**config.mk**
```make
export PLATFORM = sky130hd
export DESIGN_NAME = interrupt_sequencer
export DESIGN_NICKNAME = d
export VERILOG_FILES = /design/src/rtl/interrupt_sequencer.sv
export SDC_FILE = /design/constraint.sdc
export NUM_CORES = 1
export LEC_CHECK = 0
export CAP_MARGIN = 25
export CORE_AREA = 2 2 39 41
export CTS_CLUSTER_SIZE = 8
export DETAILED_ROUTE_END_ITERATION = 6
export DIE_AREA = 0 0 41 43
export GPL_TIMING_DRIVEN = 0
export HOLD_SLACK_MARGIN = 0.06
export PLACE_DENSITY = 0.64
export RECOVER_POWER = 50
export SYNTH_ARGS = -nofsm -noshare
export SYNTH_HDL_FRONTEND = slang
export SYNTH_SLANG_ARGS = --single-unit
```
**constraint.sdc**
```tcl
create_clock -name CLK -period 1.2 [get_ports CLK]
set_clock_uncertainty 0.1 [all_clocks]
set_input_delay 0.12 -clock CLK [delete_from_list [all_inputs] [get_ports CLK]]
set_output_delay 0.12 -clock CLK [all_outputs]
set_load 0.02 [all_outputs]
```
**src/rtl/interrupt_sequencer.sv**
```systemverilog
// Two-level interrupt sequencer: edge-captured requests, fixed priority (INT0 over INT1),
// INT0 may nest over INT1, and next-PC select / return-address load strobes per fetch.
module interrupt_sequencer (
    input  logic       CLK,
    input  logic       RESET,
    input  logic       FETCH,
    input  logic       INT_EN,
    input  logic       INT0_REQ,
    input  logic       INT1_REQ,
    input  logic       RETI,
    output logic [2:0] PC_NEXTX,
    output logic       PC_LD_INT0X,
    output logic       PC_LD_INT1X,
    output logic       INT0_ACK,
    output logic       INT1_ACK,
    output logic       IN_INT0,
    output logic       IN_INT1
);

    localparam logic [2:0] SEL_NEXT  = 3'd0;
    localparam logic [2:0] SEL_INTV0 = 3'd1;
    localparam logic [2:0] SEL_INTV1 = 3'd2;
    localparam logic [2:0] SEL_INTR0 = 3'd3;
    localparam logic [2:0] SEL_INTR1 = 3'd4;

    typedef enum logic [1:0] {
        ST_IDLE      = 2'd0,
        ST_SVC1      = 2'd1,
        ST_SVC0      = 2'd2,
        ST_SVC0_NEST = 2'd3
    } state_t;

    state_t     state_r;
    state_t     state_next_s;
    logic       req0_q_r;
    logic       req1_q_r;
    logic       primed_r;
    logic       pend0_r;
    logic       pend1_r;
    logic       ack0_r;
    logic       ack1_r;
    logic       in_int0_r;
    logic       in_int1_r;
    logic       edge0_s;
    logic       edge1_s;
    logic       clr0_s;
    logic       clr1_s;
    logic       ld0_s;
    logic       ld1_s;
    logic [2:0] pc_nextx_s;

    // primed_r masks the first post-reset sample so a request held across release is not an edge
    assign edge0_s = INT0_REQ & ~req0_q_r & primed_r;
    assign edge1_s = INT1_REQ & ~req1_q_r & primed_r;

    // Fetch-time decision: RETI, then INT0 entry, then INT1 entry, else sequential
    always_comb begin
        state_next_s = state_r;
        pc_nextx_s   = SEL_NEXT;
        ld0_s        = 1'b0;
        ld1_s        = 1'b0;
        clr0_s       = 1'b0;
        clr1_s       = 1'b0;
        if (FETCH) begin
            if (RETI) begin
                case (state_r)
                    ST_SVC0: begin
                        state_next_s = ST_IDLE;
                        pc_nextx_s   = SEL_INTR0;
                    end
                    ST_SVC0_NEST: begin
                        state_next_s = ST_SVC1;
                        pc_nextx_s   = SEL_INTR0;
                    end
                    ST_SVC1: begin
                        state_next_s = ST_IDLE;
                        pc_nextx_s   = SEL_INTR1;
                    end
                    default: begin
                        state_next_s = ST_IDLE;
                        pc_nextx_s   = SEL_NEXT;
                    end
                endcase
            end else if (INT_EN && pend0_r && (state_r == ST_IDLE || state_r == ST_SVC1)) begin
                pc_nextx_s   = SEL_INTV0;
                ld0_s        = 1'b1;
                clr0_s       = 1'b1;
                state_next_s = (state_r == ST_SVC1) ? ST_SVC0_NEST : ST_SVC0;
            end else if (INT_EN && pend1_r && state_r == ST_IDLE) begin
                pc_nextx_s   = SEL_INTV1;
                ld1_s        = 1'b1;
                clr1_s       = 1'b1;
                state_next_s = ST_SVC1;
            end else begin
                pc_nextx_s   = SEL_NEXT;
            end
        end else begin
            pc_nextx_s   = SEL_NEXT;
        end
    end

    // State, request history, pending flags and registered status outputs
    always_ff @(posedge CLK or posedge RESET) begin
        if (RESET) begin
            state_r   <= ST_IDLE;
            req0_q_r  <= 1'b0;
            req1_q_r  <= 1'b0;
            primed_r  <= 1'b0;
            pend0_r   <= 1'b0;
            pend1_r   <= 1'b0;
            ack0_r    <= 1'b0;
            ack1_r    <= 1'b0;
            in_int0_r <= 1'b0;
            in_int1_r <= 1'b0;
        end else begin
            state_r   <= state_next_s;
            req0_q_r  <= INT0_REQ;
            req1_q_r  <= INT1_REQ;
            primed_r  <= 1'b1;
            // a fresh edge wins over a coincident clear
            pend0_r   <= (pend0_r & ~clr0_s) | edge0_s;
            pend1_r   <= (pend1_r & ~clr1_s) | edge1_s;
            ack0_r    <= ld0_s;
            ack1_r    <= ld1_s;
            in_int0_r <= (state_next_s == ST_SVC0) || (state_next_s == ST_SVC0_NEST);
            in_int1_r <= (state_next_s == ST_SVC1) || (state_next_s == ST_SVC0_NEST);
        end
    end

    assign PC_NEXTX    = pc_nextx_s;
    assign PC_LD_INT0X = ld0_s;
    assign PC_LD_INT1X = ld1_s;
    assign INT0_ACK    = ack0_r;
    assign INT1_ACK    = ack1_r;
    assign IN_INT0     = in_int0_r;
    assign IN_INT1     = in_int1_r;

endmodule

```
==> key figures <==
Worst setup path
  – CP Capture Type: output pin
  – Crit path max-delay cell type: dfrtp_1
  – Setup CP Type: reg -> out
  – Crit path max-delay family: buffers and inverters
  – CP max FO: 2
  – Crit-path most repeated cell: buf_4
  – Worst Path Arrival: 1.43 ns
  – CP required: 0.98 ns
  – CP max stage delay: 0.38 ns
  – Critical path cell sequence: nand4bb_4 -> buf_4 -> buf_6 -> nor2_4 -> a31o_2 -> buf_4
  – Buf/Inv on CP: 3
  – Startpoint types: register

Power
  – Post-layout power: roughly 0.97 mW
  – Peak VDD IR: 0.9348 mV
  – Leak: about 0.34 nW
  – Cell area power density: about 1400 nW/um^2

Die
  – Initial Utilization: 0.2948
  – Die span in y: 43 um
  – # IOs: 16
  – Core ar.: 1384 um^2
  – Row Count: 14
  – Die area: 1763 um^2
  – Die W: 41 um

Timing
  – Fin Hold WS: 0.2184 ns
  – Slew Viols, Final: 0
  – # setup viols final: 10
  – Hold Violations, Final: 0
  – Min Tclk post-route: roughly 1.6 ns
  – Fmax: about 600 MHz
  – RSZ-0062 raised after global routing: yes
  – Final worst slack: -0.4499 ns
  – Final Cycle Share: 1.375

Final layout
  – Layout Nets: 69
  – Post-layout util: 0.5109
  – N_diodes: 0
  – Design Area, Final: 706.9 um^2
  – Area Growth Syn to Fin: 73.31%
  – Share of cells above drive strength 1: 0.4262

Clock network
  – Clk slew on worst S/H paths: around 0.060 ns
  – Later-pin clock latency in the skew report: 0.26 ns
  – Number of H-tree levels: 1
  – CTS tree: done
  – CTS Buf Count: 3
  – CTS Buffer Depth: 2
  – CTS root buf: clkbuf_4
  – Clock tree sinks: 10

Yosys
  – Mapped Area: 407.9 um^2
  – Warnings from Yosys: 0
  – Synthesized flop and latch total: 10
  – Sequential fraction of the synthesis area: 0.6135
  – Syn_nets: 38
  – Distinct cells, synth: 17
  – Post-Syn Instances: 31
  – Synthesized area per cell: 13.16 um^2

Global route
  – Initial antenna violation count: 0
  – First-pass GRT wire length: 1.511 mm
  – Vias in the first global route: 358
  – Tot GR Track Use: 0.1341
  – Total congestion overflow: 0
  – Largest net degree at the start of global routing: 11

Placement
  – Gp weighted congestion: 0.7125
  – I/O Buffers: 15
  – Placed cell area: 578.1 um^2
  – Pre-CTS WS: -1.034 ns
  – DP HPWL: 645.4 um

Route
  – WL per Instance: about 12 um
  – DRC violation count after routing: 0
  – First-pass DRT Iterations: 2
  – Starting DRT DRC Count: 4
  – Vias after detailed routing: 353
  – Vias per inst: 4.584
  – Antenna Nets Post-Route: 0
  – Final WL: 924 um

Status
  – Failing checks: negative setup slack
  – Status: finished with violations

Job
  – Max-cap violation count: 0

Hold path
  – Min-delay worst type: in -> reg
where the power goes:
part / switching [mW] / internal, mW / leakage (nW) / total (mW)
clock network: 0.115 / 0.184 / 0.0210 / 0.299
registers: 0.0440 / 0.381 / 0.121 / 0.425
logic: 0.116 / 0.125 / 0.202 / 0.241
through the flow:
stage | instances | TNS [ns]
finish | 77 | -2.903
global route | 77 | -3.669
CTS | 74 | -3.104
detailed placement | 62 | -5.953
global placement | 62 | -5.632
floorplan | 31 | -0.7195
routing by layer:
metal	up-vias	GRT usage	share of wire
met2	11	0.2313	0.56
met3	2	0.06283	0.062
met4	0	0.06000	0.013
met5	-	0	0
li1	170	-	-
met1	170	0.1237	0.36
synth_stat cells (all sizes together):
master,n,share of area
dfrtp,10,0.61
a21oi,3,0.037
nand2,3,0.028
a31o,2,0.043
inv,2,0.018
a31oi,1,0.015
a41oi,1,0.021
and3,1,0.015
conb,1,0.0092
nand3b,1,0.018
nand4bb,1,0.067
nor2,1,0.0092
nor2b,1,0.015
nor4b,1,0.058
o21ai,1,0.012
o31ai,1,0.018
cell usage in the layout (no fill, tap or decap), types with 2 or more instances in the layout:
master and count:
dlygate4sd2_1 4, inv_1 2, buf_6 5, dfrtp_1 9, a21oi_1 3, clkdlybuf4s50_1 2
nand2_1 3, buf_4 10, dlygate4sd3_1 3, clkbuf_4 3
final timing paths:
path | startpoint | endpoint | slack [ns] | cells past startpoint
max reg2reg | state_r[1]$_DFF_PP0_ | pend1_r$_DFF_PP0_ | -0.36 | 7
min | RETI | state_r[0]$_DFF_PP0_ | 0.22 | 2
min in group asynchronous | RESET | req1_q_r$_DFF_PP0_ | 0.58 | 3
max | state_r[1]$_DFF_PP0_ | PC_NEXTX[0] | -0.45 | 6
max in group asynchronous | RESET | state_r[0]$_DFF_PP0_ | 0.12 | 3
min reg2reg | req0_q_r$_DFF_PP0_ | pend0_r$_DFF_PP0_ | 0.32 | 1
cells by family (layout without fill, tap and decap cells):
logic type | Yosys count | in the layout | synth area share
DFF | 10 | 10 | 0.6135
AOI/OAI and AO/OA | 9 | 9 | 0.1472
buffers and inverters | 2 | 32 | 0.01841
and+or+nand+nor | 9 | 9 | 0.2117
other | 1 | 1 | 0.009194
layout make-up:
class	count	area, um^2
Multi-Input combinational cell	19	160.2
Clock buffer	4	36.28
Timing Repair Buffer	26	231.5
Inverter	2	7.507
Fill cell	128	676.9
Tap cell	16	20.02
Sequential cell	10	251.5
state kept, by name (all words and copies together) (netlist names):
name,count
INT0_ACK,1
INT1_ACK,1
IN_INT0,1
pend0_r,1
pend1_r,1
primed_r,1
req0_q_r,1
req1_q_r,1
state_r,2
what timing repair did:
| action | CTS | global route |
|---|---|---|
| hold buffers | 1 | 0 |
| endpoints found under the hold margin | 10 | 0 |
| setup endpoints to repair | 10 | 11 |
| pin swaps | 2 | 2 |
| setup buffers | 7 | 3 |
| resized for setup | 40 | 5 |
Note: power is estimated with default switching activity, not from simulation.
